## config.mk

```make
export PLATFORM = sky130hd
export DESIGN_NAME = fetch_pc_ctrl_flat
export DESIGN_NICKNAME = d
export VERILOG_FILES = /design/src/rtl/fetch_pc_ctrl_pkg.sv /design/src/rtl/fetch_pc_ctrl_if.sv /design/src/rtl/fetch_pc_ctrl_pc_predict.sv /design/src/rtl/fetch_pc_ctrl.sv /design/src/flat_wrapper.sv
export SDC_FILE = /design/constraint.sdc
export NUM_CORES = 1
export LEC_CHECK = 0
export ABC_AREA = 1
export CORE_AREA = 2 2 175 177
export CTS_CLUSTER_DIAMETER = 50
export CTS_CLUSTER_SIZE = 14
export DETAILED_ROUTE_END_ITERATION = 6
export DIE_AREA = 0 0 177 179
export SYNTH_ARGS = -nofsm -noshare
export SYNTH_HDL_FRONTEND = slang
export SYNTH_SLANG_ARGS = --single-unit
export TNS_END_PERCENT = 10
```

## constraint.sdc

```tcl
create_clock -name clk_i -period 1.94 [get_ports clk_i]
set_clock_uncertainty 0.05 [all_clocks]
set_input_delay 0.291 -clock clk_i [delete_from_list [all_inputs] [get_ports clk_i]]
set_output_delay 0.291 -clock clk_i [all_outputs]
set_load 0.05 [all_outputs]
```

## src/rtl/fetch_pc_ctrl_pkg.sv

```systemverilog
// fetch_pc_ctrl_pkg: Y86-64 icodes, status codes and fetch sequencer states
package fetch_pc_ctrl_pkg;
  localparam logic [3:0] IHALT   = 4'h0;
  localparam logic [3:0] INOP    = 4'h1;
  localparam logic [3:0] IRRMOVQ = 4'h2;
  localparam logic [3:0] IIRMOVQ = 4'h3;
  localparam logic [3:0] IRMMOVQ = 4'h4;
  localparam logic [3:0] IMRMOVQ = 4'h5;
  localparam logic [3:0] IOPQ    = 4'h6;
  localparam logic [3:0] IJXX    = 4'h7;
  localparam logic [3:0] ICALL   = 4'h8;
  localparam logic [3:0] IRET    = 4'h9;
  localparam logic [3:0] IPUSHQ  = 4'hA;
  localparam logic [3:0] IPOPQ   = 4'hB;
  localparam logic [2:0] SAOK = 3'd1;
  localparam logic [2:0] SHLT = 3'd2;
  localparam logic [2:0] SADR = 3'd3;
  localparam logic [2:0] SINS = 3'd4;
  typedef enum logic [1:0] {
    RUN      = 2'd0,
    RET_WAIT = 2'd1,
    HOLD     = 2'd2,
    STOP     = 2'd3
  } state_e;
endpackage

```

## src/rtl/fetch_pc_ctrl_if.sv

```systemverilog
// fetch_pc_ctrl_if: fetch, pipeline-stage and hazard signals around the PC sequencer
interface fetch_pc_ctrl_if #(
  parameter int ADDR_W = 64,
  parameter int CNT_W  = 32
);
  logic [3:0]        f_icode_i;
  logic [ADDR_W-1:0] f_valC_i;
  logic [ADDR_W-1:0] f_valP_i;
  logic              f_instr_valid_i;
  logic              f_imem_error_i;
  logic              F_stall_i;
  logic [3:0]        M_icode_i;
  logic              M_cnd_i;
  logic [ADDR_W-1:0] M_valA_i;
  logic [3:0]        W_icode_i;
  logic [ADDR_W-1:0] W_valM_i;
  logic [2:0]        W_stat_i;
  logic [ADDR_W-1:0] PC_o;
  logic [ADDR_W-1:0] predPC_o;
  logic [2:0]        f_stat_o;
  logic              fetch_valid_o;
  logic              mispredict_o;
  logic [1:0]        state_o;
  logic [CNT_W-1:0]  instr_cnt_o;
  modport master (
    output f_icode_i, f_valC_i, f_valP_i, f_instr_valid_i, f_imem_error_i, F_stall_i,
           M_icode_i, M_cnd_i, M_valA_i, W_icode_i, W_valM_i, W_stat_i,
    input  PC_o, predPC_o, f_stat_o, fetch_valid_o, mispredict_o, state_o, instr_cnt_o
  );
  modport slave (
    input  f_icode_i, f_valC_i, f_valP_i, f_instr_valid_i, f_imem_error_i, F_stall_i,
           M_icode_i, M_cnd_i, M_valA_i, W_icode_i, W_valM_i, W_stat_i,
    output PC_o, predPC_o, f_stat_o, fetch_valid_o, mispredict_o, state_o, instr_cnt_o
  );
endinterface

```

## src/rtl/fetch_pc_ctrl_pc_predict.sv

```systemverilog
// pc_predict: next-PC prediction (jumps taken, calls to target) and fetch status encoding
module pc_predict
  import fetch_pc_ctrl_pkg::*;
#(
  parameter int ADDR_W = 64
) (
  input  logic [3:0]        icode,
  input  logic [ADDR_W-1:0] val_c,
  input  logic [ADDR_W-1:0] val_p,
  input  logic              instr_valid,
  input  logic              imem_error,
  output logic [ADDR_W-1:0] pred_pc,
  output logic [2:0]        stat
);
  always_comb begin
    pred_pc = (icode == IJXX || icode == ICALL) ? val_c : val_p;
    stat    = imem_error ? SADR : !instr_valid ? SINS : icode == IHALT ? SHLT : SAOK;
  end
endmodule

```

## src/rtl/fetch_pc_ctrl.sv

```systemverilog
// fetch_pc_ctrl: Y86-64 fetch sequencer owning predPC, redirects and fetch suspension
module fetch_pc_ctrl
  import fetch_pc_ctrl_pkg::*;
#(
  parameter int                RESET_PC_W = 64,
  parameter logic [RESET_PC_W-1:0] RESET_PC = '0,
  parameter int                ADDR_W   = RESET_PC_W,
  parameter int                CNT_W    = 32
) (
  input  logic         clk_i,
  input  logic         rst_i,
  fetch_pc_ctrl_if.slave bus
);
  state_e            state_q, state_d;
  logic [ADDR_W-1:0] pred_pc_q, pred_pc_d;
  logic [CNT_W-1:0]  instr_cnt_q, instr_cnt_d;
  logic [ADDR_W-1:0] pred;
  logic [2:0]        f_stat;
  logic              mispredict, ret_res, redirect, fetch_valid, stop, advance;
  logic [ADDR_W-1:0] pc;
  pc_predict #(.ADDR_W(ADDR_W)) u_predict (
    .icode       (bus.f_icode_i),
    .val_c       (bus.f_valC_i),
    .val_p       (bus.f_valP_i),
    .instr_valid (bus.f_instr_valid_i),
    .imem_error  (bus.f_imem_error_i),
    .pred_pc     (pred),
    .stat        (f_stat)
  );
  always_ff @(posedge clk_i) begin
    if (rst_i) begin
      state_q     <= RUN;
      pred_pc_q   <= ADDR_W'(RESET_PC);
      instr_cnt_q <= '0;
    end else begin
      state_q     <= state_d;
      pred_pc_q   <= pred_pc_d;
      instr_cnt_q <= instr_cnt_d;
    end
  end
  // A stalled fetch still advances when it is a redirect; a committed fault overrides everything
  always_comb begin
    state_d     = state_q;
    pred_pc_d   = pred_pc_q;
    instr_cnt_d = instr_cnt_q;
    if (stop) begin
      state_d = STOP;
    end else if (advance) begin
      instr_cnt_d = instr_cnt_q + CNT_W'(1);
      state_d     = f_stat != SAOK ? HOLD : bus.f_icode_i == IRET ? RET_WAIT : RUN;
      pred_pc_d   = (f_stat == SAOK && bus.f_icode_i != IRET) ? pred : pred_pc_q;
    end
  end
  always_comb begin
    mispredict  = bus.M_icode_i == IJXX && !bus.M_cnd_i;
    ret_res     = state_q == RET_WAIT && bus.W_icode_i == IRET;
    redirect    = mispredict || ret_res;
    pc          = mispredict ? bus.M_valA_i : ret_res ? bus.W_valM_i : pred_pc_q;
    fetch_valid = state_q != STOP && (state_q == RUN || redirect);
    stop        = bus.W_stat_i != SAOK;
    advance     = fetch_valid && (!bus.F_stall_i || redirect);
  end
  assign bus.PC_o          = pc;
  assign bus.predPC_o      = pred_pc_q;
  assign bus.f_stat_o      = f_stat;
  assign bus.fetch_valid_o = fetch_valid;
  assign bus.mispredict_o  = mispredict && state_q != STOP;
  assign bus.state_o       = state_q;
  assign bus.instr_cnt_o   = instr_cnt_q;
endmodule
```

## src/flat_wrapper.sv

```systemverilog
// flat-port wrapper written by rule: the top's interface ports become plain ports
module fetch_pc_ctrl_flat import fetch_pc_ctrl_pkg::*;
#(
  parameter int                RESET_PC_W = 64,
  parameter logic [RESET_PC_W-1:0] RESET_PC = '0,
  parameter int                ADDR_W   = RESET_PC_W,
  parameter int                CNT_W    = 32
)
  (clk_i, rst_i, bus_f_icode_i, bus_f_valC_i, bus_f_valP_i, bus_f_instr_valid_i, bus_f_imem_error_i, bus_F_stall_i, bus_M_icode_i, bus_M_cnd_i, bus_M_valA_i, bus_W_icode_i, bus_W_valM_i, bus_W_stat_i, bus_PC_o, bus_predPC_o, bus_f_stat_o, bus_fetch_valid_o, bus_mispredict_o, bus_state_o, bus_instr_cnt_o);
  fetch_pc_ctrl_if #(.ADDR_W(ADDR_W), .CNT_W(CNT_W)) bus_i ();
  input  logic clk_i;
  input  logic rst_i;
  input wire logic [$bits(bus_i.f_icode_i)-1:0] bus_f_icode_i;
  input wire logic [$bits(bus_i.f_valC_i)-1:0] bus_f_valC_i;
  input wire logic [$bits(bus_i.f_valP_i)-1:0] bus_f_valP_i;
  input wire logic [$bits(bus_i.f_instr_valid_i)-1:0] bus_f_instr_valid_i;
  input wire logic [$bits(bus_i.f_imem_error_i)-1:0] bus_f_imem_error_i;
  input wire logic [$bits(bus_i.F_stall_i)-1:0] bus_F_stall_i;
  input wire logic [$bits(bus_i.M_icode_i)-1:0] bus_M_icode_i;
  input wire logic [$bits(bus_i.M_cnd_i)-1:0] bus_M_cnd_i;
  input wire logic [$bits(bus_i.M_valA_i)-1:0] bus_M_valA_i;
  input wire logic [$bits(bus_i.W_icode_i)-1:0] bus_W_icode_i;
  input wire logic [$bits(bus_i.W_valM_i)-1:0] bus_W_valM_i;
  input wire logic [$bits(bus_i.W_stat_i)-1:0] bus_W_stat_i;
  output wire logic [$bits(bus_i.PC_o)-1:0] bus_PC_o;
  output wire logic [$bits(bus_i.predPC_o)-1:0] bus_predPC_o;
  output wire logic [$bits(bus_i.f_stat_o)-1:0] bus_f_stat_o;
  output wire logic [$bits(bus_i.fetch_valid_o)-1:0] bus_fetch_valid_o;
  output wire logic [$bits(bus_i.mispredict_o)-1:0] bus_mispredict_o;
  output wire logic [$bits(bus_i.state_o)-1:0] bus_state_o;
  output wire logic [$bits(bus_i.instr_cnt_o)-1:0] bus_instr_cnt_o;
  assign bus_i.f_icode_i = bus_f_icode_i;
  assign bus_i.f_valC_i = bus_f_valC_i;
  assign bus_i.f_valP_i = bus_f_valP_i;
  assign bus_i.f_instr_valid_i = bus_f_instr_valid_i;
  assign bus_i.f_imem_error_i = bus_f_imem_error_i;
  assign bus_i.F_stall_i = bus_F_stall_i;
  assign bus_i.M_icode_i = bus_M_icode_i;
  assign bus_i.M_cnd_i = bus_M_cnd_i;
  assign bus_i.M_valA_i = bus_M_valA_i;
  assign bus_i.W_icode_i = bus_W_icode_i;
  assign bus_i.W_valM_i = bus_W_valM_i;
  assign bus_i.W_stat_i = bus_W_stat_i;
  assign bus_PC_o = bus_i.PC_o;
  assign bus_predPC_o = bus_i.predPC_o;
  assign bus_f_stat_o = bus_i.f_stat_o;
  assign bus_fetch_valid_o = bus_i.fetch_valid_o;
  assign bus_mispredict_o = bus_i.mispredict_o;
  assign bus_state_o = bus_i.state_o;
  assign bus_instr_cnt_o = bus_i.instr_cnt_o;
  fetch_pc_ctrl #(.RESET_PC_W(RESET_PC_W), .RESET_PC(RESET_PC), .ADDR_W(ADDR_W), .CNT_W(CNT_W)) u_core (.clk_i(clk_i), .rst_i(rst_i), .bus(bus_i));
endmodule
```

**Word-level counts from Yosys, hierarchy flattened**

Cells that the tools add are included.

- Bits in registers: 98
- Bits of input ports: 277
- Output and inout bits: 167
- Word-level logic and storage cells: 43

- Add/sub/neg operators: 1
- Eq/ne operators: 11
- Muxes and demuxes: 10
- Bitwise logic cells: 1
- Reduce and logical (&&, ||, !) cells: 17

Operator list:

| operator | count |
|---|---|
| two-way mux 64 bit | 3 |
| adder 32 x 1 -> 32 bit, second input constant | 1 |
| equality test 4 bit, second input constant | 3 |
| equality test 4 x 3 -> 1 bit, second input constant | 2 |
| two-way mux 2 bit | 4 |
| logical AND 1 bit | 6 |
| two-way mux 3 bit | 2 |
| inequality test 3 x 1 -> 1 bit, second input constant | 2 |
| logical NOT 4 bit | 1 |
| logical OR 1 bit | 4 |
| inequality test 4 bit, second input constant | 1 |
| equality test 3 x 1 -> 1 bit, second input constant | 1 |
| AND reduction 3 bit | 1 |
| equality test 2 x 1 -> 1 bit, second input constant | 1 |
| logical NOT 1 bit | 2 |
| logical NOT 2 bit | 1 |
| inequality test 2 bit, second input constant | 1 |
| AND reduction 2 bit | 1 |
| nonzero test 2 bit | 1 |
| two-way mux 1 bit | 1 |
| NOT 1 bit | 1 |

**Logic depth before layout (Yosys ltp)**

- Depth in word-level cells: 8
- Depth in mapped cells: 10
- Mapped depth without buffers: 10

**By module**

From an unflattened synthesis, not the netlist that was laid out.

- Cell total of the unflattened synthesis: 1441
- Area total of the unflattened synthesis: 8097.8 um^2

Modules (own cells, without submodules):

| module | instances | cells each | area each (um^2) | seq. area each (um^2) |
|---|---|---|---|---|
| fetch_pc_ctrl | 1 | 1213 | 6926.6 | 1961.9 |
| pc_predict | 1 | 228 | 1171.1 | 0.0 |

**Least setup slack after synthesis**

No wires, ideal clock.

- Kind: register to output
- Start point: reg u_core.state_q[0], in the netlist u_core.bus.state_o[0]
- End point: out bus_PC_o[10]
- Data arrival time: 2.324 ns
- Data required time: 1.599 ns
- Path slack: -0.725 ns
- Cell stages (with the launch flop): 7
- Path buffers: 2
- Cell sequence: dfxtp_1 inv_2 nor2_2 buf_2 buf_1 nand4_1 a31oi_1

- Cells in the longest elaborated chain, start to end: 4

RTL lines:

| element | RTL line | source |
|---|---|---|
| start: declaration | fetch_pc_ctrl.sv:14 | `state_e state_q, state_d;` |
| start signal: assignment | fetch_pc_ctrl.sv:36 | `state_q <= state_d;` |
| equality test 2 x 1 -> 1 bit | fetch_pc_ctrl.sv:56 | `ret_res = state_q == RET_WAIT && bus.W_icode_i == IRET;` |
| logical AND 1 bit | fetch_pc_ctrl.sv:56 |  |
| two-way mux 64 bit (2 in series) | fetch_pc_ctrl.sv:58 | `pc = mispredict ? bus.M_valA_i : ret_res ? bus.W_valM_i : pred_pc_q;` |
| end: declaration | flat_wrapper.sv:25 | `output wire logic [$bits(bus_i.PC_o)-1:0] bus_PC_o;` |

Every way passes these cells.

**Worst setup path in the final report**

- Start point: reg u_core.state_q[0], in the netlist u_core.bus.state_o[0]
- End point: out bus_PC_o[63]

The elaborated chain is that of the path after synthesis.

==> results <==
==> worst max-delay path, delay by kind of cell (launching register included) <==
| kind | cells | cell delay, ps |
|---|---|---|
| and+or+nand+nor | 2 | 400 |
| buffers and inverters | 4 | 540 |
| DFF | 1 | 350 |
| AOI/OAI and AO/OA | 1 | 200 |
==> layout by cell type, fill, tap and decap left out, types with 4 or more instances in the layout <==
cell type,netlist,routed
dlygate4sd2_1,0,11
dfxtp_1,98,96
xor2_1,10,10
nand4_1,65,65
nand3_1,133,129
xnor2_1,5,5
nand2_2,0,43
a31oi_4,0,33
a21oi_1,96,88
buf_12,0,35
nor2_1,131,104
clkbuf_16,0,13
a31oi_2,0,29
dlymetal6s2s_1,0,22
diode_2,0,5
nor2_2,2,23
buf_6,0,69
buf_16,0,12
a21oi_2,0,8
nand3b_1,15,15
buf_4,22,128
nand3_2,4,6
nand2_4,0,12
clkdlybuf4s50_1,0,269
o21ai_0,4,4
inv_1,16,14
nor2_4,1,7
nand2_1,432,377
==> timing repair <==
item / 4_1_cts / 5_1_grt
gates cloned: 17 / 4
setup endpoints to repair: 106 / 180
hold buffers: 0 / 0
gates resized for setup: 178 / 86
pin swaps: 29 / 45
buffers inserted: 20 / 6
==> sequential cells by signal, indices dropped and copies added (netlist names) <==
register                flops
u_core.bus.instr_cnt_o     32
u_core.bus.predPC_o        64
u_core.bus.state_o          2
==> worst max-delay path by stage <==
stage / start / endpoint / slack [ps] / cells after the start
floorplan: bus_M_icode_i[1] / bus_mispredict_o / -250 / 6
global placement: bus_f_icode_i[2] / u_core.bus.predPC_o[11] / -390 / 9
detailed placement: bus_f_icode_i[0] / u_core.bus.predPC_o[5] / -390 / 9
CTS: u_core.bus.state_o[0] / bus_PC_o[63] / -290 / 7
global route: u_core.bus.state_o[0] / bus_PC_o[49] / -340 / 7
finish: u_core.bus.state_o[0] / bus_PC_o[63] / -250 / 7
==> per-layer routing <==
metal | vias up | GRT usage, % | share of wire [%]
met5 | - | 0 | 0.037
met4 | 2 | 9.61 | 3.3
met1 | 4814 | 29.2 | 39
li1 | 4921 | - | -
met2 | 403 | 42.2 | 50
met3 | 73 | 5.77 | 7.0
==> kinds of logic after synthesis <==
logic type / Yosys count / share of synthesized area (%)
AND/OR/NAND/NOR: 787 / 49.0
flip-flops: 98 / 28.3
buffers and inverters: 116 / 7.59
XOR/XNOR: 15 / 1.90
adder cells (fa/ha/maj): 1 / 0.181
AO/OA/AOI/OAI: 164 / 13.0
==> stage by stage <==
| step | area, µm² | setup TNS, ps |
|---|---|---|
| after global placement | 12500 | -50550 |
| after CTS | 14100 | -15180 |
| after floorplan | 7420 | -8770 |
| after detailed placement | 12500 | -52700 |
| after global routing | 14400 | -24200 |
| final | 14400 | -11030 |
==> layout make-up <==
cell class,instances,area [µm²]
inverters,18,72.6
clock inverters,5,63.8
fillers,2943,15600
flip-flops and latches,98,1970
diodes,5,12.5
repair buffers,556,6080
multi-input cells,968,5510
well taps,396,495
clock buffers,11,233
==> power by group through the flow <==
stage | registers (W) | clock network, W | logic [W]
6_report | 0.00202 | 0.00187 | 0.00163
2_1_floorplan | 0.00209 | 0 | 0.000520
3_3_place_gp | 0.00207 | 0 | 0.00143
3_5_place_dp | 0.00207 | 0 | 0.00143
4_1_cts | 0.00202 | 0.00193 | 0.00160
5_1_grt | 0.00202 | 0.00199 | 0.00172
==> run metrics <==
status=complete, but fails checks; failing checks=negative setup slack; Rel. slew slack=64.4%; first-pass GRT wire length=58,900 µm; Final setup viols=67; post-synthesis sequential area ratio=28.3%; WL final=41,000 µm; CP arrival=between 1500 and 2000 ps; Req. time, crit path=1600 ps; Tmin final=between 2000 and 2500 ps; core footprint=30,000 µm²; combinational power share=29.5%; Initial Util=23.1%; # DRC=0; vias in the first global route=between 9,000 and 10,000; Setup Slack @ Placement=-391 ps; Post-Synthesis Cells=1,181; Hold Fails Final Rpt=0; Synth area leader=dfxtp_1; slowest CP cell=dfxtp_4; top cell type's share of synthesized area=28.3%; clk sinks=98; number of detailed-route iterations in the first pass=5; part of the cycle the worst path needs=113%; hold depth=2; clock tree buffer depth=2; cell with the most instances after synthesis=nand2_1; gr usage total=24.5%; startpoint types=register; Clock Latency Late Sink=350 ps; CTS clk-pin slew, worst paths=70 ps; worst vdd ir=0.376 mV; total power=0.00552 W; RSZ-0062 raised after global routing=yes; worst hold margin=221 ps; vias per cell=approximately 5; mapped cell area=6930 µm²; commonest cells in the netlist=nand2_1, nand3_1, nor2_1; fin. max-slew vios=0; Switching Fraction=29.1%; DIE AREA=approximately 32,000 µm²; HP Class=in2reg; dominant synthesized flop cell=dfxtp_1; crit path cell chain=inv_2 -> nor2_4 -> buf_12 -> buf_8 -> nand4_1 -> a31oi_4 -> buf_6; nets@finish=1,929; PwrDens=383 nW/µm²; Synth cell types=24; fmax=approximately 460 MHz; Area contributors post-synth=dfxtp_1, nand2_1, nand3_1; transition time of the tightest slew-check pin=~530 ps; synth-to-layout area growth=108%; end of the worst hold path=u_core.bus.predPC_o[49]; Synth Register Bits=between 90 and 100; Hold Startpoint=rst_i; antenna-violating nets left=0; Post-synth EDFFs=0; FF-to-FF setup slack=-10 ps; total grt overflow=0; NetSw=0.00161 W; Final Util=48.0%; max cap viols=0; Syn Nets=1,459; io pins=about 440; Die Span X=177 µm; Std-Cell Rows=64; vias=10,213; worst r2r dst=u_core.bus.predPC_o[46]; crit path capture type=primary output; largest net degree at the start of global routing=43; layout cells sized above 1=26.6%; Crit path largest cell delay=350 ps; post-DP HPWL=between 20,000 and 30,000 µm; Worst Slack Setup Final=-251 ps; H-tree Lvls=3; synth warn=0; Leak=~5.9 nW; Die Height=179 µm; internal power=0.00392 W; TritonCTS clock tree=yes; CP max FO=12; Synth async-reset ratio=0%; Crit Reg-Reg Startpoint=u_core.bus.state_o[0]; Root Buffer=clkbuf_16; worst-case reg-to-reg path depth=11; Clk pwr share=33.8%; 1st-iter DRT viols=525; initial antenna violation count=7; Crit Path Class=reg2out; I/O Buffers=443; placed cells=1,994; CTS buffer count=9; Seq pwr share=between 30% and 40%; Finished Layout Cells=2,057; WL per Instance=roughly 20 µm; gpl congestion=~0.9; Mean Syn Cell Area=5.86 µm²
Note: power is estimated with default switching activity, not from simulation.
